**src/rtl/ppu_pkg.sv**
```systemverilog
// Shared PPU output timing constants, palette address helpers and the NES colour table.
package ppu_pkg;

  localparam logic [8:0] CYCLES      = 9'd341;
  localparam logic [8:0] LINES       = 9'd262;
  localparam logic [8:0] VIS_LINES   = 9'd240;
  localparam logic [8:0] VIS_W       = 9'd256;
  localparam logic [8:0] HSYNC_START = 9'd280;
  localparam logic [8:0] HSYNC_END   = 9'd304;
  localparam logic [8:0] VSYNC_START = 9'd243;
  localparam logic [8:0] VSYNC_END   = 9'd245;

  typedef struct packed {
    logic [7:0] x;
    logic [7:0] y;
    logic       hs;
    logic       vs;
    logic       fs;
  } pix_tag_t;

  // Sprite palette entry 0 of each group aliases the matching background entry.
  function automatic logic [4:0] pal_mirror(input logic [4:0] a);
    return (a[1:0] == 2'b00) ? {1'b0, a[3:0]} : a;
  endfunction

  // Colour 0 of any palette shows the shared backdrop.
  function automatic logic [4:0] pal_lookup(input logic [4:0] idx);
    return (idx[1:0] == 2'b00) ? 5'd0 : idx;
  endfunction

  localparam logic [23:0] NES_RGB [64] = '{
    24'h7C7C7C, 24'h0000FC, 24'h0000BC, 24'h4428BC, 24'h940084, 24'hA80020, 24'hA81000, 24'h881400,
    24'h503000, 24'h007800, 24'h006800, 24'h005800, 24'h004058, 24'h000000, 24'h000000, 24'h000000,
    24'hBCBCBC, 24'h0078F8, 24'h0058F8, 24'h6844FC, 24'hD800CC, 24'hE40058, 24'hF83800, 24'hE45C10,
    24'hAC7C00, 24'h00B800, 24'h00A800, 24'h00A844, 24'h008888, 24'h000000, 24'h000000, 24'h000000,
    24'hF8F8F8, 24'h3CBCFC, 24'h6888FC, 24'h9878F8, 24'hF878F8, 24'hF85898, 24'hF87858, 24'hFCA044,
    24'hF8B800, 24'hB8F818, 24'h58D854, 24'h58F898, 24'h00E8D8, 24'h787878, 24'h000000, 24'h000000,
    24'hFCFCFC, 24'hA4E4FC, 24'hB8B8F8, 24'hD8B8F8, 24'hF8B8F8, 24'hF8A4C0, 24'hF0D0B0, 24'hFCE0A8,
    24'hF8D878, 24'hD8F878, 24'hB8F8B8, 24'hB8F8D8, 24'h00FCFC, 24'hF8D8F8, 24'h000000, 24'h000000
  };

endpackage

```
**src/rtl/nes_rgb_rom.sv**
```systemverilog
// Registered NES colour code to 24-bit RGB lookup; blanks to black when en is low.
module nes_rgb_rom
  import ppu_pkg::*;
(
  input  logic        clock,
  input  logic        reset,
  input  logic [5:0]  code,
  input  logic        en,
  output logic [23:0] rgb
);

  always_ff @(posedge clock or posedge reset) begin
    if (reset) rgb <= '0;
    else       rgb <= en ? NES_RGB[code] : '0;
  end

endmodule

```
**src/rtl/ppu_palette_out.sv**
```systemverilog
// PPU palette RAM, raster timing and two-stage index->RGB output pipeline.
// Optional macro PPU_PAL_GRAYSCALE_EN masks colour codes to 0x30 while grayscale=1.
module ppu_palette_out
  import ppu_pkg::*;
#(
  parameter int OUT_LATENCY = 2
) (
  input  logic        clock,
  input  logic        reset,
  input  logic [4:0]  pal_index,
  input  logic        pal_wr,
  input  logic [4:0]  pal_addr,
  input  logic [5:0]  pal_wdata,
  output logic [5:0]  pal_rdata,
  input  logic        grayscale,
  output logic [23:0] rgb,
  output logic        pix_valid,
  output logic [7:0]  pix_x,
  output logic [7:0]  pix_y,
  output logic        hsync,
  output logic        vsync,
  output logic        frame_start
);

  logic [8:0]            cyc, line;
  logic [5:0]            pal_ram [32];
  logic [5:0]            raw_code, code0, code1;
  logic                  vis0;
  pix_tag_t              tag0, tag1, tag2;
  logic [OUT_LATENCY:1]  vld_pipe;

  always_ff @(posedge clock or posedge reset) begin
    if (reset) begin
      cyc  <= '0;
      line <= LINES - 9'd1;
    end else if (cyc == CYCLES - 9'd1) begin
      cyc  <= '0;
      line <= (line == LINES - 9'd1) ? '0 : line + 9'd1;
    end else begin
      cyc  <= cyc + 9'd1;
    end
  end

  // Palette contents survive reset on purpose.
  always_ff @(posedge clock) begin
    if (pal_wr) pal_ram[pal_mirror(pal_addr)] <= pal_wdata;
  end

  assign pal_rdata = pal_ram[pal_mirror(pal_addr)];
  assign raw_code  = pal_ram[pal_lookup(pal_index)];

`ifdef PPU_PAL_GRAYSCALE_EN
  assign code0 = grayscale ? (raw_code & 6'h30) : raw_code;
`else
  logic unused_gray;
  assign unused_gray = grayscale;
  assign code0       = raw_code;
`endif

  assign vis0 = (cyc >= 9'd1) && (cyc <= VIS_W) && (line < VIS_LINES);

  always_comb begin
    tag0    = '0;
    tag0.x  = vis0 ? 8'(cyc - 9'd1) : '0;
    tag0.y  = vis0 ? line[7:0] : '0;
    tag0.hs = (cyc >= HSYNC_START) && (cyc <= HSYNC_END);
    tag0.vs = (line >= VSYNC_START) && (line <= VSYNC_END);
    tag0.fs = vis0 && (cyc == 9'd1) && (line == 9'd0);
  end

  always_ff @(posedge clock or posedge reset) begin
    if (reset) begin
      code1    <= '0;
      tag1     <= '0;
      tag2     <= '0;
      vld_pipe <= '0;
    end else begin
      code1    <= code0;
      tag1     <= tag0;
      tag2     <= tag1;
      vld_pipe <= {vld_pipe[OUT_LATENCY-1:1], vis0};
    end
  end

  nes_rgb_rom u_rom (
    .clock (clock),
    .reset (reset),
    .code  (code1),
    .en    (vld_pipe[1]),
    .rgb   (rgb)
  );

  assign pix_valid   = vld_pipe[OUT_LATENCY];
  assign pix_x       = tag2.x;
  assign pix_y       = tag2.y;
  assign hsync       = tag2.hs;
  assign vsync       = tag2.vs;
  assign frame_start = tag2.fs;

endmodule

```
**config.mk**
```make
export PLATFORM = sky130hd
export DESIGN_NAME = ppu_palette_out
export DESIGN_NICKNAME = d
export VERILOG_FILES = /design/src/rtl/ppu_pkg.sv /design/src/rtl/nes_rgb_rom.sv /design/src/rtl/ppu_palette_out.sv
export SDC_FILE = /design/constraint.sdc
export NUM_CORES = 1
export LEC_CHECK = 0
export CORE_MARGIN = 2
export CORE_UTILIZATION = 23
export CTS_CLUSTER_DIAMETER = 40
export CTS_CLUSTER_SIZE = 40
export DETAILED_ROUTE_END_ITERATION = 8
export RECOVER_POWER = 100
export SYNTH_ARGS = -nofsm -noshare
export SYNTH_HDL_FRONTEND = slang
export SYNTH_SLANG_ARGS = --single-unit
export TNS_END_PERCENT = 10
```
**constraint.sdc**
```tcl
create_clock -name clock -period 8.1 [get_ports clock]
set_input_delay 1.62 -clock clock [delete_from_list [all_inputs] [get_ports clock]]
set_output_delay 1.62 -clock clock [all_outputs]
set_load 0.02 [all_outputs]
```
==> qor.csv, run 1 <==
metric;value;unit
finalMaxSlewViolations;157;
pre_cts_ws;1.701;ns
htree_levels;2;
rows;85;
nets;1080;
die_y;237.8;um
clk_pin_slew_worst_paths;0.05;ns
clock_latency;0.54;ns
crit_fanout;29;
finClkSkew;0.02632;ns
antenna_found_initial;1;
p_leak;5.363;nW
antennaDiodeCount;0;
slew_headroom;-182.8;%
tns;0;ns
dpl_cell_area;13820;sq um
core;53920;sq um
cts.sink_count;256;
synth_flop_cell;edfxtp_1;
boundaryPins;70;
ir_worst_vdd;0.1637;mV
post-synth-top-count-cell;edfxtp_1;
synth_common_cells;174 x edfxtp_1, 83 x nor2_1, 79 x dfrtp_1, 53 x a21oi_1, 53 x nand2_1;
grt_pass1_vias;8665;
area_growth;20.02;%
final_antenna_net_count;0;
status;finished, violations left;
layout_min_cycle_time;7.023;ns
yosysUniqueCellTypes;71;
end_kind;output pin;
ctsHoldBuffers;0;
numCtsBuffers;36;
rsz0062_at_grt;false;
viasPerCell;4.909;
setup_viol;0;
stdcell_area;15090;sq um
yosysWarnings;0;
p_per_area;238.1;nW/um^2
synth_seq_cells;256;
clock_path_buffers;3;
synth_top_cell_area_share;41.57;%
cap_violations;3;
synth.area.top_cells;edfxtp_1 42%, dfrtp_1 16%, mux2_2 4.5%;
setup_slack;1.078;ns
post-synth-top-area-cell;edfxtp_1;
post-route-period-util;86.70;%
synthCells;990;
violations;max-capacitance violations, max-slew violations;
wl_per_cell;18.56;um
worstSetupPathType;input pin to output pin;
synth_area;12570;sq um
vias;8674;
synth_edf_count;174;
post_cts_buffers;0;
cp.arrival;5.40;ns
critPathRequiredTime;6.48;ns
routed_wl;32800;um
grt_overflow;0;
synth.avg_cell_area;12.70;sq um
dp_hpwl;20890;um
cp-start-kind;input pin;
die-area;56540;sq um
cts_resized;0;
io_buffers;62;
chipWidth;237.8;um
yosysSeqAreaShare;57.92;%
start_util;23.31;%
async_flop_share;32.03;%
hp-class;register to register;
dr.pass1.iters;7;
grtUsageTotal;11.52;%
initialDrtViolationCount;1033;
routabilityCongestion;0.9056;
post-route-drc-count;0;
cts_tree;built;
grt_max_degree;83;
cts_root_buf;clkbuf_16;
tightest_slew;4.242;ns
max_clock_freq;0.1424;GHz
drive_gt1_share;14.66;%
holdWs;0.3464;ns
grt_pass1_wl;50620;um
hold_viol_final;0;
==> critical path: stages <==
cell and delay, ns:
buf_2 0.66, clkbuf_1 0.89, nor2b_1 0.27, clkbuf_1 0.54, a22oi_1 0.19, a211o_1 0.37, nand3_1 0.15, dlygate4sd3_1 0.70
==> worst paths after layout <==
check	end	startpoint	cells after the start	slack, ns
setup reg to reg	u_rom.rgb[11]$_DFF_PP0_	code1[1]$_DFF_PP0_	7	5.33
setup / recovery	pal_rdata[4]	pal_addr[1]	8	1.08
hold reg to reg	pix_x[0]$_DFF_PP0_	tag1[11]$_DFF_PP0_	0	0.35
hold / removal	pix_x[0]$_DFF_PP0_	tag1[11]$_DFF_PP0_	0	0.35
max in group asynchronous	u_rom.rgb[22]$_DFF_PP0_	reset	3	2.48
min in group asynchronous	pix_x[6]$_DFF_PP0_	reset	3	3.25
==> power breakdown <==
group	leakage, nW	switching (mW)	internal, mW
Sequential	2.59	0.0205	1.45
Clock	0.614	0.649	0.996
Combinational	2.16	0.305	0.176
Total	5.36	0.974	2.62
==> sequential cells by signal, summed over array words and instances (netlist names) <==
signal	count
vld_pipe	2
pal_ram	174
cyc	9
vsync	1
pix_y	8
u_rom.rgb	18
hsync	1
code1	6
pix_x	8
line	9
frame_start	1
tag1	19
==> layout make-up <==
type / instances / area (sq um)
Clock buffer: 38 / 929.6
Tap cell: 696 / 870.8
Timing Repair Buffer: 82 / 724.4
Sequential cell: 256 / 7281
Clock inverter: 28 / 366.6
Inverter: 17 / 65.06
Fill cell: 5509 / 38830
Multi-Input combinational cell: 650 / 4848
==> layer usage <==
metal	GRT usage [%]	up-vias	routed length (um)
met3	2.334	66	2251
met4	3.716	0	892
li1	-	3928	-
met5	0	-	0
met1	15.70	4318	14270
met2	18.31	362	15380
==> logic make-up after synthesis <==
logic type | after synthesis | share of synthesized area, %
mux | 102 | 12.16
compound gates | 248 | 13.58
other cells | 1 | 0.02983
buf+inv | 95 | 3.812
xor+xnor | 16 | 1.115
simple gates | 255 | 9.686
flops | 256 | 57.92
fa+ha+maj | 17 | 1.692
==> through the flow <==
stage | power, mW | std cells | util (%)
after global routing | 3.731 | 1767 | 27.98
final | 3.592 | 1767 | 27.98
after detailed placement | 1.984 | 1701 | 25.63
after CTS | 3.641 | 1767 | 28.03
after global placement | 1.980 | 1701 | 25.63
after floorplan | 1.803 | 1001 | -
==> cells in the final DEF, fill, tap and decap left out, types with 10 or more instances in the layout <==
cell type,instances
a21oi_1,53
a221oi_1,31
a22oi_1,24
buf_4,13
clkbuf_16,37
conb_1,12
dfrtp_1,79
dlygate4sd3_1,52
edfxtp_1,174
ha_1,17
inv_1,13
mux2_2,50
mux2i_1,20
mux4_1,12
mux4_2,20
nand2_1,53
nand2b_1,10
nand3_1,30
nor2_1,84
nor2b_1,15
nor3_1,18
nor4_1,10
o211ai_1,11
o21ai_0,46
Note: power is estimated with default switching activity, not from simulation.
==> run 2: changes to the inputs <==
--- a/config.mk
+++ b/config.mk
@@ -6,7 +6,7 @@
 export NUM_CORES = 1
 export LEC_CHECK = 0
 export CORE_MARGIN = 2
-export CORE_UTILIZATION = 23
+export CORE_UTILIZATION = 45
 export CTS_CLUSTER_DIAMETER = 40
 export CTS_CLUSTER_SIZE = 40
 export DETAILED_ROUTE_END_ITERATION = 8
==> run 2 against run 1 <==
The flow still finishes with violations (max-capacitance violations, max-slew violations). Critical path type unchanged. Clock-buffer cell count is 7 higher. Core utilization up 25 points. Die area shrank 48%.
==> qor.csv, run 2 (synthesis gave the netlist of run 1 again) <==
metric;value;unit;change
finalMaxSlewViolations;127;;-19%
grt_overflow;0;;unchanged
cts_resized;0;;unchanged
cts_tree;built;;
stdcell_area;14680;sq um;-2.7%
routabilityCongestion;0.8617;;-4.8%
hp-class;register to register;;
tns;0;ns;unchanged
grtUsageTotal;21.83;%;+10 points
p_clk_share;46.3;%;+0.5 points
chipWidth;171.1;um;-28%
antenna_found_initial;0;;-1
cts_root_buf;clkbuf_16;;
htree_levels;2;;unchanged
hold_path_end;vsync$_DFF_PP0_;;
final_cell_count_no_fill;1449;;-18%
sw_frac_of_total;25.57;%;-1.6 points
initialDrtViolationCount;874;;-15%
post-route-period-util;84.13;%;-2.6 points
hold_viol_final;0;;unchanged
grt.busiest_layer;met2;;
cap_violations;2;;-1
wl_per_cell;21.56;um;+16%
crit_path_cell_trace;buf_2 -> clkbuf_1 -> o21ai_0 -> and3_1 -> a22o_1 -> a221oi_1 -> nand3_1 -> dlygate4sd3_1;;
tightest_slew;4.087;ns;-0.1551 ns
numCtsBuffers;39;;+8.3%
nets;1078;;-0.19%
grtUsageMet1;29.73;%;+14 points
grt_pass1_vias;8398;;-3.1%
io_buffers;62;;unchanged
finClkSkew;0.02184;ns;-0.004479 ns
dpl_cell_area;13380;sq um;-3.2%
layout_min_cycle_time;6.814;ns;-0.2081 ns
dp_cells;1378;;-19%
grt_max_degree;83;;unchanged
setup_viol;0;;unchanged
seqPwrFrac;40.6;%;-0.2 points
cp-start-kind;input pin;;
area_growth;16.79;%;
rsz0062_at_grt;false;;
reg2reg_depth;7;;unchanged
worstSetupPathType;input pin to output pin;;
slew_headroom;-172.5;%;+10 points
core;27630;sq um;-49%
crit_fanout;18;;-38%
post_cts_buffers;0;;unchanged
dr.pass1.iters;7;;unchanged
clk_pin_slew_worst_paths;0.06;ns;about the same
cts.sink_count;256;;unchanged
min-delay-start;tag1[1]$_DFF_PP0_;;
slowest_delay;0.85;ns;-0.04 ns
p_per_area;245.2;nW/um^2;+3.0%
antennaDiodeCount;0;;unchanged
ctsHoldBuffers;0;;unchanged
mostFrequentLayoutCells;174 x edfxtp_1, 84 x nor2_1, 79 x dfrtp_1, 53 x nand2_1, 53 x a21oi_1;;
routed_wl;31240;um;-4.8%
status;finished, violations left;;
combPwrFrac;13.1;%;-0.3 points
clock_path_buffers;3;;unchanged
r2r-end;u_rom.rgb[11]$_DFF_PP0_;;
grt_pass1_wl;48480;um;-4.2%
p_switching;0.9203;mW;-5.5%
rows;61;;-28%
regMostFlops;pal_ram;;
viasPerCell;5.938;;+21%
dp_hpwl;19480;um;-6.8%
p_leak;5.366;nW;about the same
ir_worst_vdd;0.1544;mV;-5.7%
die-area;29290;sq um;-48%
max_clock_freq;0.1467;GHz;+3.1%
grt_util_met2;35.05;%;+17 points
cp_top_family;buffers and inverters;;
post-route-drc-count;0;;unchanged
intPower;2.679;mW;+2.3%
largest_reg_flops;174;;unchanged
critPathRequiredTime;6.48;ns;about the same
worst_path_max_delay_cell;clkbuf_1;;
critPathBufInv;3;;-1
clock_latency;0.52;ns;-0.02 ns
final_common_cell;edfxtp_1;;
cp.arrival;5.19;ns;-0.21 ns
vias;8604;;-0.81%
power;3.599;mW;+0.20%
boundaryPins;70;;unchanged
violations;max-capacitance violations, max-slew violations;;
grtUsageMet3;4.025;%;+1.7 points
drive_gt1_share;14.57;%;-0.093 points
rrSetupSlack;5.49;ns;+0.16 ns
start_util;45.49;%;+22 points
utilization;53.13;%;+25 points
r2r-start;code1[1]$_DFF_PP0_;;
top_regs;pal_ram (174), tag1 (19), u_rom.rgb (18);;
final_antenna_net_count;0;;unchanged
whs_path_depth;0;;unchanged
die_y;171.1;um;-28%
end_kind;output pin;;
[run 2: power by group through the flow]
stage | clock, mW | combinational [mW] | sequential [mW]
final | 1.67 | 0.473 | 1.46
after global routing | 1.76 | 0.513 | 1.47
after CTS | 1.69 | 0.483 | 1.46
after detailed placement | 0 | 0.481 | 1.49
after global placement | 0 | 0.482 | 1.49
after floorplan | 0 | 0.285 | 1.52
[run 2: through the flow]
step	hold WS, ns	worst slack, ns
after floorplan	0.3312	3.383
after global placement	0.3327	1.848
after detailed placement	0.3347	1.824
after CTS	0.3456	1.819
after global routing	0.3504	1.188
final	0.3440	1.286
[run 2: routing by layer]
metal,wire (um),part of all wire (%),up-vias
met5,0,0,-
met4,1009,3.2,0
met3,2391,7.7,86
met2,14670,47,397
met1,13160,42,4198
li1,-,-,3923
[run 2: worst max path at each step]
stage / start / endpoint / slack, ns / cells after the start
2_1_floorplan: pal_addr[0] / pal_rdata[1] / 3.38 / 6
3_3_place_gp: pal_addr[1] / pal_rdata[1] / 1.85 / 7
3_5_place_dp: pal_addr[1] / pal_rdata[1] / 1.82 / 7
4_1_cts: pal_addr[1] / pal_rdata[1] / 1.82 / 7
5_1_grt: pal_addr[1] / pal_rdata[2] / 1.19 / 8
6_report: pal_addr[1] / pal_rdata[1] / 1.29 / 8
[run 2: area by class of cell]
| type | count | area (sq um) |
|---|---|---|
| clock buffers | 45 | 1041 |
| multi-input cells | 650 | 4848 |
| fillers | 2398 | 12950 |
| well taps | 378 | 473.0 |
| clock inverters | 26 | 274.0 |
| inverters | 17 | 65.06 |
| repair buffers | 77 | 698.2 |
| flip-flops and latches | 256 | 7281 |
==> run 3: changes to the inputs <==
==> constraint.sdc (replaced) <==
create_clock -name clock -period 7.01 [get_ports clock]
set_input_delay 1.402 -clock clock [delete_from_list [all_inputs] [get_ports clock]]
set_output_delay 1.402 -clock clock [all_outputs]
set_load 0.02 [all_outputs]
==> run 3 against run 2 <==
The run still ends with max-capacitance violations, max-slew violations left. Hold slack hardly changed. Flip-flop and latch count stayed put. Die area stayed put. Critical path depth stayed put. Sequential power is 16% higher. Clock-buffer cell count is 4 higher.
==> qor.csv, run 3 (synthesis gave the netlist of run 1 again) <==
metric;value;unit;change
cp-start-kind;input pin;;
grt_util_met2;35.64;%;+0.60 points
critPathMostFrequentCell;clkbuf_1;;
finClkSkew;0.009796;ns;-0.01204 ns
top_regs;pal_ram (174), tag1 (19), u_rom.rgb (18);;
grt_pass1_wl;47040;um;-3.0%
post-route-drc-count;0;;unchanged
crit_fanout;32;;+14
grt_overflow;0;;unchanged
p_leak;5.407;nW;+0.77%
drive_gt1_share;14.98;%;+0.41 points
status;finished, violations left;;
ir_worst_vdd;0.1936;mV;+25%
start_util;45.49;%;unchanged
grt_pass1_vias;8378;;-0.24%
mostFrequentLayoutCells;174 x edfxtp_1, 84 x nor2_1, 79 x dfrtp_1, 53 x nand2_1, 53 x a21oi_1;;
area_growth;17.30;%;
hold_path_end;pix_x[0]$_DFF_PP0_;;
numCtsBuffers;40;;+2.6%
viasPerCell;5.863;;-1.3%
dp_hpwl;19590;um;+0.59%
chipWidth;171.1;um;unchanged
clock_path_buffers;3;;unchanged
routed_wl;30600;um;-2.0%
vias;8519;;-0.99%
grt_max_degree;83;;unchanged
routabilityCongestion;0.8568;;-0.57%
antennaDiodeCount;0;;unchanged
violations;max-capacitance violations, max-slew violations;;
dp_cells;1381;;+0.22%
final_cell_count_no_fill;1453;;+0.28%
grtUsageMet3;3.030;%;-0.99 points
rows;61;;unchanged
cts.sink_count;256;;unchanged
die_y;171.1;um;unchanged
hp-class;register to register;;
r2r-end;u_rom.rgb[11]$_DFF_PP0_;;
dr.pass1.iters;8;;+1
reg2reg_depth;7;;unchanged
finalMaxSlewViolations;127;;unchanged
min-delay-start;tag1[11]$_DFF_PP0_;;
rrSetupSlack;4.47;ns;-1.02 ns
cts_root_buf;clkbuf_16;;
slew_headroom;-173.7;%;-1.2 points
layout_min_cycle_time;6.202;ns;
io_buffers;62;;unchanged
cp_top_family;buffers and inverters;;
final_antenna_net_count;0;;unchanged
end_kind;output pin;;
nets;1082;;+0.37%
critPathBufInv;4;;+1
r2r-start;code1[1]$_DFF_PP0_;;
clk_pin_slew_worst_paths;0.05;ns;about the same
startpoint;pal_addr[1];;
final_common_cell;edfxtp_1;;
crit_path_cell_trace;buf_2 -> clkbuf_1 -> nor2b_1 -> clkbuf_1 -> a22oi_1 -> a211o_1 -> nand3_1 -> dlygate4sd3_1;;
boundaryPins;70;;unchanged
worstSetupPathType;input pin to output pin;;
hold_viol_final;0;;unchanged
regMostFlops;pal_ram;;
grt.busiest_layer;met2;;
htree_levels;2;;unchanged
max_clock_freq;0.1612;GHz;
cts_resized;0;;unchanged
antenna_found_initial;0;;unchanged
ctsHoldBuffers;0;;unchanged
critPathRequiredTime;5.61;ns;-0.87 ns
cp.arrival;4.80;ns;-0.39 ns
grtUsageTotal;21.24;%;-0.59 points
post-route-period-util;88.48;%;
tightest_slew;4.106;ns;+0.01857 ns
die-area;29290;sq um;unchanged
holdWs;0.3442;ns;+0.0001230 ns
worst_path_max_delay_cell;buf_2;;
rsz0062_at_grt;false;;
tns;0;ns;unchanged
wl_per_cell;21.06;um;-2.3%
initialDrtViolationCount;915;;+4.7%
grtUsageMet1;28.02;%;-1.7 points
cap_violations;2;;unchanged
clock_latency;0.52;ns;about the same
whs_path_depth;0;;unchanged
cp_num_cells;8;;unchanged
setup_viol;0;;unchanged
utilization;53.36;%;+0.23 points
core;27630;sq um;unchanged
p_per_area;283.7;nW/um^2;+16%
post_cts_buffers;0;;unchanged
slowest_delay;0.70;ns;-0.15 ns
cts_tree;built;;
largest_reg_flops;174;;unchanged
[run 3: cell types whose count changed in the layout (fill, tap and decap cells not counted)]
cell        before  now
clkinvlp_4       4    3
and2_1           6    7
clkinv_2         3    4
buf_4           11   14
clkinv_8         0    1
and2_0           6    5
bufinv_16        4    2
clkbuf_16       41   45
clkinv_1         7    6
clkinv_4         7    4
inv_6            3    5
[run 3: where the power goes]
group | internal [mW] | switching [mW]
combinational | 0.203 | 0.342
clock | 1.24 | 0.705
sequential | 1.67 | 0.0175
[run 3: how the worst max path moves through the flow]
stage                         to  slack (ns)
finish              pal_rdata[4]        0.81
global route        pal_rdata[4]        0.59
CTS                 pal_rdata[5]        1.17
detailed placement  pal_rdata[5]        1.18
global placement    pal_rdata[5]        1.19
floorplan           pal_rdata[1]        2.73
[run 3: stage by stage]
step           area [sq um]  worst slack, ns  total power [mW]
4_1_cts               14760            1.170             4.230
3_3_place_gp          13410            1.194             2.276
6_report              14740           0.8077             4.183
2_1_floorplan         12610            2.729             2.083
5_1_grt               14740           0.5924             4.334
3_5_place_dp          13410            1.181             2.275
[run 3: area by class of cell]
type,count,area (sq um)
clock buffer,49,1141
clock inverter,23,215.2
fill,2360,12880
inverter,17,65.06
multi-input combinational,650,4848
sequential,256,7281
tap,378,473.0
timing repair buffer,80,720.7
[run 3: routing by layer]
metal | vias up | routed length [um]
li1 | 3937 | -
met1 | 4185 | 12650
met2 | 322 | 15020
met3 | 75 | 1936
met4 | 0 | 996
met5 | - | 0
